## src/rtl/cl_cfg_arb_pkg.sv

```systemverilog
// Shared types and constants for the cfg-bus arbiter: FSM state encoding,
// timeout read data and the requester-count ceiling.
package cl_cfg_arb_pkg;

   typedef enum logic [1:0] {
      IDLE  = 2'd0,
      ISSUE = 2'd1,
      WAIT  = 2'd2,
      RESP  = 2'd3
   } cfg_arb_state_e;

   localparam logic [31:0] CFG_DEAD_DATA   = 32'hdead_beef;
   localparam int unsigned CFG_ARB_MAX_REQ = 16;

endpackage

```

## src/rtl/cl_rr_pick.sv

```systemverilog
// Combinational rotate-priority picker: first set request at or above
// (ptr+1) mod NUM_REQ, wrapping, with ptr itself lowest priority.
module cl_rr_pick
   import cl_cfg_arb_pkg::*;
#(
   parameter int unsigned NUM_REQ = 4,
   parameter int unsigned IDW     = 2
) (
   input  logic [NUM_REQ-1:0] req,
   input  logic [IDW-1:0]     ptr,
   output logic               any,
   output logic [IDW-1:0]     idx
);

   always_comb begin
      int unsigned j;
      any = 1'b0;
      idx = '0;
      j   = 0;
      for (int unsigned k = 1; k <= NUM_REQ; k++) begin
         j = (32'(ptr) + k) % NUM_REQ;
         if (!any && req[j]) begin
            any = 1'b1;
            idx = IDW'(j);
         end
      end
   end

endmodule

```

## src/rtl/cl_cfg_arb.sv

```systemverilog
// Round-robin arbiter sharing one cfg-bus target among NUM_REQ requesters,
// one transaction in flight, with a per-transaction ack timeout.
module cl_cfg_arb
   import cl_cfg_arb_pkg::*;
#(
   parameter int unsigned NUM_REQ = 4,
   parameter int unsigned TIMEOUT = 255
) (
   input  logic                       clk,
   input  logic                       sync_rst_n,
   input  logic                       flr_assert,
   input  logic [NUM_REQ-1:0]         req_valid,
   input  logic [NUM_REQ-1:0]         req_wr,
   input  logic [NUM_REQ*32-1:0]      req_addr,
   input  logic [NUM_REQ*32-1:0]      req_wdata,
   output logic [NUM_REQ-1:0]         rsp_valid,
   output logic [31:0]                rsp_rdata,
   output logic                       rsp_err,
   output logic [31:0]                tgt_addr,
   output logic [31:0]                tgt_wdata,
   output logic                       tgt_wr,
   output logic                       tgt_rd,
   input  logic                       tgt_ack,
   input  logic [31:0]                tgt_rdata,
   output logic                       busy,
   output logic [$clog2(NUM_REQ)-1:0] grant_id
);

   localparam int unsigned IDW = $clog2(NUM_REQ);
   localparam logic [15:0] TMO = 16'(TIMEOUT);

   cfg_arb_state_e state_q, state_d;
   logic [IDW-1:0] ptr_q, ptr_d;
   logic [IDW-1:0] gid_q, gid_d;
   logic [31:0]    addr_q, addr_d;
   logic [31:0]    wdata_q, wdata_d;
   logic           wr_q, wr_d;
   logic [15:0]    cnt_q, cnt_d;
   logic [31:0]    rdata_q, rdata_d;
   logic           err_q, err_d;

   logic           pick_any;
   logic [IDW-1:0] pick_idx;
   logic           resp_fire;

   cl_rr_pick #(
      .NUM_REQ (NUM_REQ),
      .IDW     (IDW)
   ) u_pick (
      .req (req_valid),
      .ptr (ptr_q),
      .any (pick_any),
      .idx (pick_idx)
   );

   always_comb begin
      state_d = state_q;
      ptr_d   = ptr_q;
      gid_d   = gid_q;
      addr_d  = addr_q;
      wdata_d = wdata_q;
      wr_d    = wr_q;
      cnt_d   = cnt_q;
      rdata_d = rdata_q;
      err_d   = err_q;
      case (state_q)
         IDLE: begin
            if (pick_any) begin
               gid_d   = pick_idx;
               ptr_d   = pick_idx;
               addr_d  = req_addr[32*pick_idx +: 32];
               wdata_d = req_wdata[32*pick_idx +: 32];
               wr_d    = req_wr[pick_idx];
               state_d = ISSUE;
            end
         end
         ISSUE: begin
            cnt_d = 16'd1;
            if (tgt_ack) begin
               rdata_d = wr_q ? '0 : tgt_rdata;
               err_d   = 1'b0;
               state_d = RESP;
            end else begin
               state_d = WAIT;
            end
         end
         WAIT: begin
            cnt_d = cnt_q + 16'd1;
            // A late ack still beats the timeout when both land together.
            if (tgt_ack) begin
               rdata_d = wr_q ? '0 : tgt_rdata;
               err_d   = 1'b0;
               state_d = RESP;
            end else if (cnt_q == TMO) begin
               rdata_d = CFG_DEAD_DATA;
               err_d   = 1'b1;
               state_d = RESP;
            end
         end
         RESP:    state_d = IDLE;
         default: state_d = IDLE;
      endcase
      if (flr_assert) begin
         state_d = IDLE;
         ptr_d   = '0;
         cnt_d   = '0;
      end
   end

   always_ff @(posedge clk or negedge sync_rst_n) begin
      if (!sync_rst_n) begin
         state_q <= IDLE;
         ptr_q   <= '0;
         gid_q   <= '0;
         addr_q  <= '0;
         wdata_q <= '0;
         wr_q    <= 1'b0;
         cnt_q   <= '0;
         rdata_q <= '0;
         err_q   <= 1'b0;
      end else begin
         state_q <= state_d;
         ptr_q   <= ptr_d;
         gid_q   <= gid_d;
         addr_q  <= addr_d;
         wdata_q <= wdata_d;
         wr_q    <= wr_d;
         cnt_q   <= cnt_d;
         rdata_q <= rdata_d;
         err_q   <= err_d;
      end
   end

   // FLR suppresses both the target strobe and the completion in its own cycle.
   assign resp_fire = (state_q == RESP) && !flr_assert;

   always_comb begin
      rsp_valid = '0;
      if (resp_fire) rsp_valid[gid_q] = 1'b1;
   end

   assign rsp_rdata = resp_fire ? rdata_q : '0;
   assign rsp_err   = resp_fire ? err_q : 1'b0;
   assign tgt_wr    = (state_q == ISSUE) && wr_q && !flr_assert;
   assign tgt_rd    = (state_q == ISSUE) && !wr_q && !flr_assert;
   assign tgt_addr  = addr_q;
   assign tgt_wdata = wdata_q;
   assign busy      = (state_q != IDLE);
   assign grant_id  = gid_q;

endmodule
```

## config.mk

```make
export PLATFORM = sky130hd
export DESIGN_NAME = cl_cfg_arb
export DESIGN_NICKNAME = d
export VERILOG_FILES = /design/src/rtl/cl_cfg_arb_pkg.sv /design/src/rtl/cl_rr_pick.sv /design/src/rtl/cl_cfg_arb.sv
export SDC_FILE = /design/constraint.sdc
export NUM_CORES = 1
export LEC_CHECK = 0
export ABC_AREA = 1
export BUFFER_PORTS_ARGS = -buffer_cell sky130_fd_sc_hd__buf_2
export CORE_MARGIN = 1.5
export CORE_UTILIZATION = 25
export DETAILED_ROUTE_END_ITERATION = 12
export PLACE_DENSITY = 0.44
export SLEW_MARGIN = 0
export SYNTH_ARGS = -nofsm -noshare
export SYNTH_HDL_FRONTEND = slang
export SYNTH_SLANG_ARGS = --single-unit
```

## constraint.sdc

```tcl
create_clock -name clk -period 2.5 [get_ports clk]
set_input_delay 0.25 -clock clk [delete_from_list [all_inputs] [get_ports clk]]
set_output_delay 0.25 -clock clk [all_outputs]
set_load 0.02 [all_outputs]
```

==> results of run 1 <==
## through the flow
stage	util, %	power [mW]
finish	34.15	20.02
global route	34.15	22.42
CTS	34.05	20.29
detailed placement	32.46	17.92
global placement	32.46	17.87
floorplan	-	14.12
## synthesized netlist by cell type
| library cell | number |
|---|---|
| o31ai_2 | 1 |
| clkbuf_1 | 18 |
| buf_2 | 36 |
| nor3_1 | 8 |
| clkinv_1 | 1 |
| buf_1 | 7 |
| xnor2_1 | 1 |
| dfrtp_1 | 120 |
| a32o_1 | 2 |
| o21ai_0 | 22 |
| nand4_1 | 2 |
| inv_1 | 320 |
| o31ai_1 | 2 |
| nor2_1 | 48 |
| buf_4 | 12 |
| nand3_2 | 3 |
| o22ai_1 | 6 |
| a211oi_1 | 1 |
| a22oi_1 | 24 |
| nand3_1 | 285 |
| nand2_1 | 481 |
| a21oi_1 | 10 |
| buf_6 | 11 |
| nor3_2 | 1 |
| nand2_2 | 2 |
| nor2_2 | 2 |
| a31oi_1 | 1 |
| ha_1 | 6 |
| o32ai_1 | 2 |
| inv_2 | 6 |
| a21oi_2 | 1 |
## worst reg2reg max path, cell delays in order (launching register included)
cell,delay [ns]
dfrtp_2,0.47
inv_2,0.15
nand2_1,0.06
nand2_1,0.08
nand2_1,0.07
nand2_1,0.10
inv_2,0.06
nand3_4,0.10
buf_12,0.27
buf_4,0.31
nand3_1,0.11
nand3_1,0.15
nand2_1,0.07
nand2_1,0.06
nand2_1,0.05
## final cells by class
| cell class | count | area [sq um] |
|---|---|---|
| flip-flops and latches | 120 | 3004 |
| well taps | 455 | 569.3 |
| fillers | 3970 | 22800 |
| repair buffers | 430 | 2359 |
| multi-input cells | 911 | 4116 |
| clock buffers | 18 | 429.2 |
| diodes | 4 | 10.01 |
| inverters | 327 | 1230 |
| clock inverters | 13 | 108.9 |
## worst paths after layout
check	startpoint	to	slack, ns	cells after the start
worst min-delay path	tgt_rdata[8]	rdata_q[8]	0.09	3
worst min register to register	tgt_wdata[3]	tgt_wdata[3]	0.47	2
max in group asynchronous	sync_rst_n	tgt_wdata[30]	1.39	3
min in group asynchronous	sync_rst_n	tgt_wdata[13]	0.37	2
worst max register to register	ptr_q[0]	tgt_wdata[24]	0.26	14
worst max-delay path	ptr_q[0]	tgt_wdata[24]	0.26	14
## repair_timing
action | CTS | global route
hold buffers | 1 | 0
endpoints found under the hold margin | 60 | 0
setup endpoints to repair | 0 | 64
gates resized for setup | 0 | 8
## placed cells by master (no fill, tap or decap), types with 6 or more instances in the layout
cell and instances:
clkinv_2 6, dfrtp_1 119, buf_12 8, buf_2 404, nor2_1 48, buf_4 11
clkbuf_16 17, nand3_1 285, ha_1 6, inv_1 320, nand2_1 479, o21ai_0 22
a22oi_1 24, a21oi_1 10, nor3_1 8, o22ai_1 6
## flip-flops by register name (all words and copies together) (netlist names)
register   cells
wr_q           1
err_q          1
tgt_wdata     32
rdata_q       32
tgt_addr      32
ptr_q          2
state_q        2
cnt_q         16
grant_id       2
## power groups by stage
stage                     logic (mW)  registers, mW  clock network, mW
after global routing            16.5           3.48               2.44
after floorplan                 10.2           3.97                  0
after global placement          14.5           3.39                  0
after detailed placement        14.5           3.39                  0
after CTS                       14.6           3.38               2.36
final                           14.4           3.37               2.28
## cell families (layout without fill, tap and decap cells)
kind of cell / Yosys count / in the layout / share of synthesized area (%)
AOI/OAI and AO/OA: 72 / 72 / 5.291
other: 0 / 4 / 0
buffers and inverters: 411 / 788 / 19.50
xor gates and xnor gates: 1 / 1 / 0.09958
and+or+nand+nor: 832 / 832 / 40.12
DFF: 120 / 120 / 34.13
adders and majority gates: 6 / 6 / 0.8533
## routing by layer
layer / vias to the layer above / GRT usage (%) / wire (microns)
li1: 5102 / - / -
met1: 4477 / 22.47 / 14070
met2: 281 / 31.03 / 15810
met3: 35 / 3.515 / 1822
met4: 0 / 5.875 / 748
met5: - / 0 / 0
==> metrics.txt, run 1 <==
Cells after DPL=2242; area grow syn2layout=34.43%; final hold slack=0.08649 ns; RSZ-0062 raised after global routing=no; Seq/Total Area, Yosys=34.13%; Crit path arrival time=2.54 ns; Highest Clock Rate=446.1 MHz; Setup Fix Bufs, Post-CTS=0; Comb pwr share=71.8%; Tcrit/Tclk final=89.67%; Crit path buffers/inverters=4; share of cells above drive strength 1=26.28%; Max VDD drop=1.274 mV; Final Hold Fails=0; IO Port Bufs=405; Final Max Slew Viols=0; Clock Skews=0.01544 ns; Die H=190.6 microns; worst slack, placed=0.03119 ns; total global-route track usage=18.02%; DR vias=9895; synth warn=0; Syn Nets=1748; Mean Syn Cell Area=6.101 sq um; total congestion overflow=0; Clk Latency, worst-skew pair=0.42 ns; vias in the first global route=9897; Design Area, Final=0.01183 sq mm; H-tree levels=4; Sink Count=120; Leak=7.423 nW; Critical Path End Type=flop; CTS tree=built; final worst slack=0.2583 ns; io pins=406; Final HPWL DP=24.08 mm; pin count of the biggest net entering global routing=99; critical-path maximum fanout=54; Hold WC Path Type=input pin to flop; cell with the most instances on the worst path=nand2_1; Crit-path slowest cell=dfrtp_2; final setup vio count=0; Syn Inst Count=1442; crit path time final=2.242 ns; Crit Path Category=flop to flop; Placer Congestion=0.8504; DP Area=0.01124 sq mm; Core Region=0.03463 sq mm; Worst slew margin=58.15%; Rows=68; Reg clk slew, reported paths=0.06 ns; DR WL/cell=14.24 microns; Cell Area, Synth=0.008797 sq mm; Seq pwr share=16.8%; peak per-stage delay on the critical path=0.47 ns; top cell type's share of synthesized area=34.13%; Power per Cell Area=1692 mW/mm^2; dominant cell type by area after synthesis=dfrtp_1; switching power=11.04 mW; Via-to-Cell Ratio=4.344; outcome=finished clean; Final ANT Viol Nets=0; Worst-Margin Slew=0.6277 ns; Max Cap Viol=0; die area=0.03632 sq mm; Starting Density=25.40%; clock power share=11.4%; Critical Path Source Type=flop; total wire length=32.45 mm; Yosys reg bits=120; Final #Nets=2113; kind of cell adding the most delay to the critical path=simple AND/OR/NAND/NOR gates; Starting DRT DRC Count=592; Synth area leaders=dfrtp_1, nand2_1, nand3_1, inv_1, buf_2; Num CTS Buffers=17; CTS root buf=clkbuf_16; Internal=8.974 mW; Longest Clk Path Bufs=2; sw frac=55.16%; Layout Cells excl Fill=2278; CP Cell Sequence=inv_2 -> nand2_1 -> nand2_1 -> nand2_1 -> nand2_1 -> inv_2 -> nand3_4 -> buf_12 -> buf_4 -> nand3_1 -> nand3_1 -> nand2_1 -> nand2_1 -> nand2_1; drc violations=0; Setup TNS Final=0 ns; first-pass GRT wire length=51.69 mm; unique cell type count in the Yosys netlist=31; antenna violations before repair=6; first drt pass iteration count=5; Horiz. Die Dim=190.6 microns; Required @ worst endpoint=2.80 ns
Power figures use the tool's default switching activity.
==> run 2: changes to the inputs <==
--- a/config.mk
+++ b/config.mk
@@ -7,7 +7,7 @@
 export LEC_CHECK = 0
 export ABC_AREA = 1
 export BUFFER_PORTS_ARGS = -buffer_cell sky130_fd_sc_hd__buf_2
-export CORE_MARGIN = 1.5
+export CORE_MARGIN = 3
 export CORE_UTILIZATION = 25
 export DETAILED_ROUTE_END_ITERATION = 12
 export PLACE_DENSITY = 0.44
==> run 2 against run 1 <==
Effect of this change: die area increased by 3.2%; final cell count about the same; critical path depth unchanged; global-route usage decreased by 0.22 points; sequential power about the same; worst setup slack improved by 0.025 ns; critical path type unchanged.
==> metrics.txt, run 2 (synthesis gave the netlist of run 1 again) <==
outcome=finished clean; Power per Cell Area=1747 mW/mm^2; Final Max Slew Viols=0; Critical Path End Type=flop; total power=20.78 mW; CTS tree=built; most common cell after layout, fill and taps aside=nand2_1; Longest Clk Path Bufs=2; final setup vio count=0; total congestion overflow=0; Highest Clock Rate=451.0 MHz; die area=0.03748 sq mm; vias in the first global route=9928; DR vias=10.11k; DR WL/cell=15.44 microns; Worst path depth=14; io pins=406; total global-route track usage=17.80%; RSZ-0062 raised after global routing=no; Crit Path Category=flop to flop; first drt pass iteration count=5; Horiz. Die Dim=193.6 microns; Final ANT Viol Nets=0; Leak=7.454 nW; Max VDD drop=1.149 mV; Via-to-Cell Ratio=4.440; Required @ worst endpoint=2.81 ns; final hold slack=0.06802 ns; Max Cap Viol=0; Die H=193.6 microns; Worst slew margin=62.86%; pin count of the biggest net entering global routing=106; antenna violations before repair=2; Worst-Margin Slew=0.5550 ns; CP Cell Sequence=inv_2 -> nand2_1 -> nand2_1 -> nand2_1 -> nand2_1 -> nor2_2 -> nand3_4 -> nand3_4 -> buf_4 -> nand2_1 -> nand3_1 -> nand2_1 -> nand2_1 -> nand2_1; Core Region=0.03463 sq mm; hold path depth=3; Starting DRT DRC Count=570; crit path time final=2.217 ns; Starting Density=25.40%; Tcrit/Tclk final=88.68%; Crit path arrival time=2.53 ns; cell with the most instances on the worst path=nand2_1; H-tree levels=4; Setup TNS Final=0 ns; CTS root buf=clkbuf_16; Final Hold Fails=0; area grow syn2layout=35.22%; most frequent cells in the layout=nand2_1, buf_2, inv_1, nand3_1, dfrtp_1; Rows=68; Sink Count=120; Crit path buffers/inverters=2; Critical Path Source Type=flop; Clock Skews=0.01487 ns; total wire length=35.15 mm; IO Port Bufs=405; Crit-path slowest cell=dfrtp_1; drc violations=0; first-pass GRT wire length=54.58 mm; Num CTS Buffers=17; Clk Latency, worst-skew pair=0.42 ns; Placer Congestion=0.8481; share of cells above drive strength 1=26.28%; Hold WC Path Type=input pin to flop; critical-path maximum fanout=25; Reg clk slew, reported paths=0.06 ns; kind of cell adding the most delay to the critical path=simple AND/OR/NAND/NOR gates; peak per-stage delay on the critical path=0.50 ns; Final HPWL DP=25.25 mm; R2R depth=14; Final #Nets=2112
run 2: worst paths after layout:
kind	slack, ns	end	startpoint
max in group asynchronous	1.36	cnt_q[10]	sync_rst_n
worst min register to register	0.47	tgt_addr[28]	tgt_addr[28]
worst max-delay path	0.28	tgt_wdata[16]	ptr_q[1]
worst min-delay path	0.07	rdata_q[24]	tgt_rdata[24]
min in group asynchronous	0.32	rdata_q[31]	sync_rst_n
worst max register to register	0.28	tgt_wdata[16]	ptr_q[1]
run 2: worst register-to-register path: stages (launching register included):
cell,delay [ns]
dfrtp_1,0.50
inv_2,0.11
nand2_1,0.08
nand2_1,0.06
nand2_1,0.08
nand2_1,0.08
nor2_2,0.17
nand3_4,0.17
nand3_4,0.17
buf_4,0.30
nand2_1,0.10
nand3_1,0.13
nand2_1,0.07
nand2_1,0.06
nand2_1,0.05
run 2: repair_timing:
action / in CTS / in global routing
setup endpoints to repair: 0 / 58
hold buffers: 1 / 0
buffers inserted: 0 / 0
hold endpoints to repair: 41 / 0
gates resized for setup: 0 / 4
run 2: where the power goes:
group          switching, mW  internal, mW
clock network          0.990          1.50
logic                   10.0          4.87
registers              0.444          2.92
run 2: per-layer routing:
metal | share of wire (%) | track usage [%]
met3 | 5.3 | 3.518
met5 | 0 | 0
met2 | 49 | 31.11
met1 | 44 | 22.42
met4 | 1.9 | 4.822
run 2: area by class of cell:
type / count / area [sq um]
diodes: 3 / 7.507
clock buffers: 19 / 442.9
clock inverters: 13 / 145.1
fillers: 3997 / 22730
inverters: 327 / 1227
multi-input cells: 911 / 4116
flip-flops and latches: 120 / 3004
well taps: 455 / 569.3
repair buffers: 429 / 2382
run 2: stage by stage:
step	area (sq um)	setup slack, ns	std cells	utilization (%)
5_1_grt	11890	0.08182	2276	34.34
4_1_cts	11820	0.1131	2272	34.13
3_3_place_gp	11220	0.1485	2239	32.40
2_1_floorplan	8797	0.6118	1442	-
6_report	11900	0.2829	2277	34.35
3_5_place_dp	11220	0.1117	2239	32.40
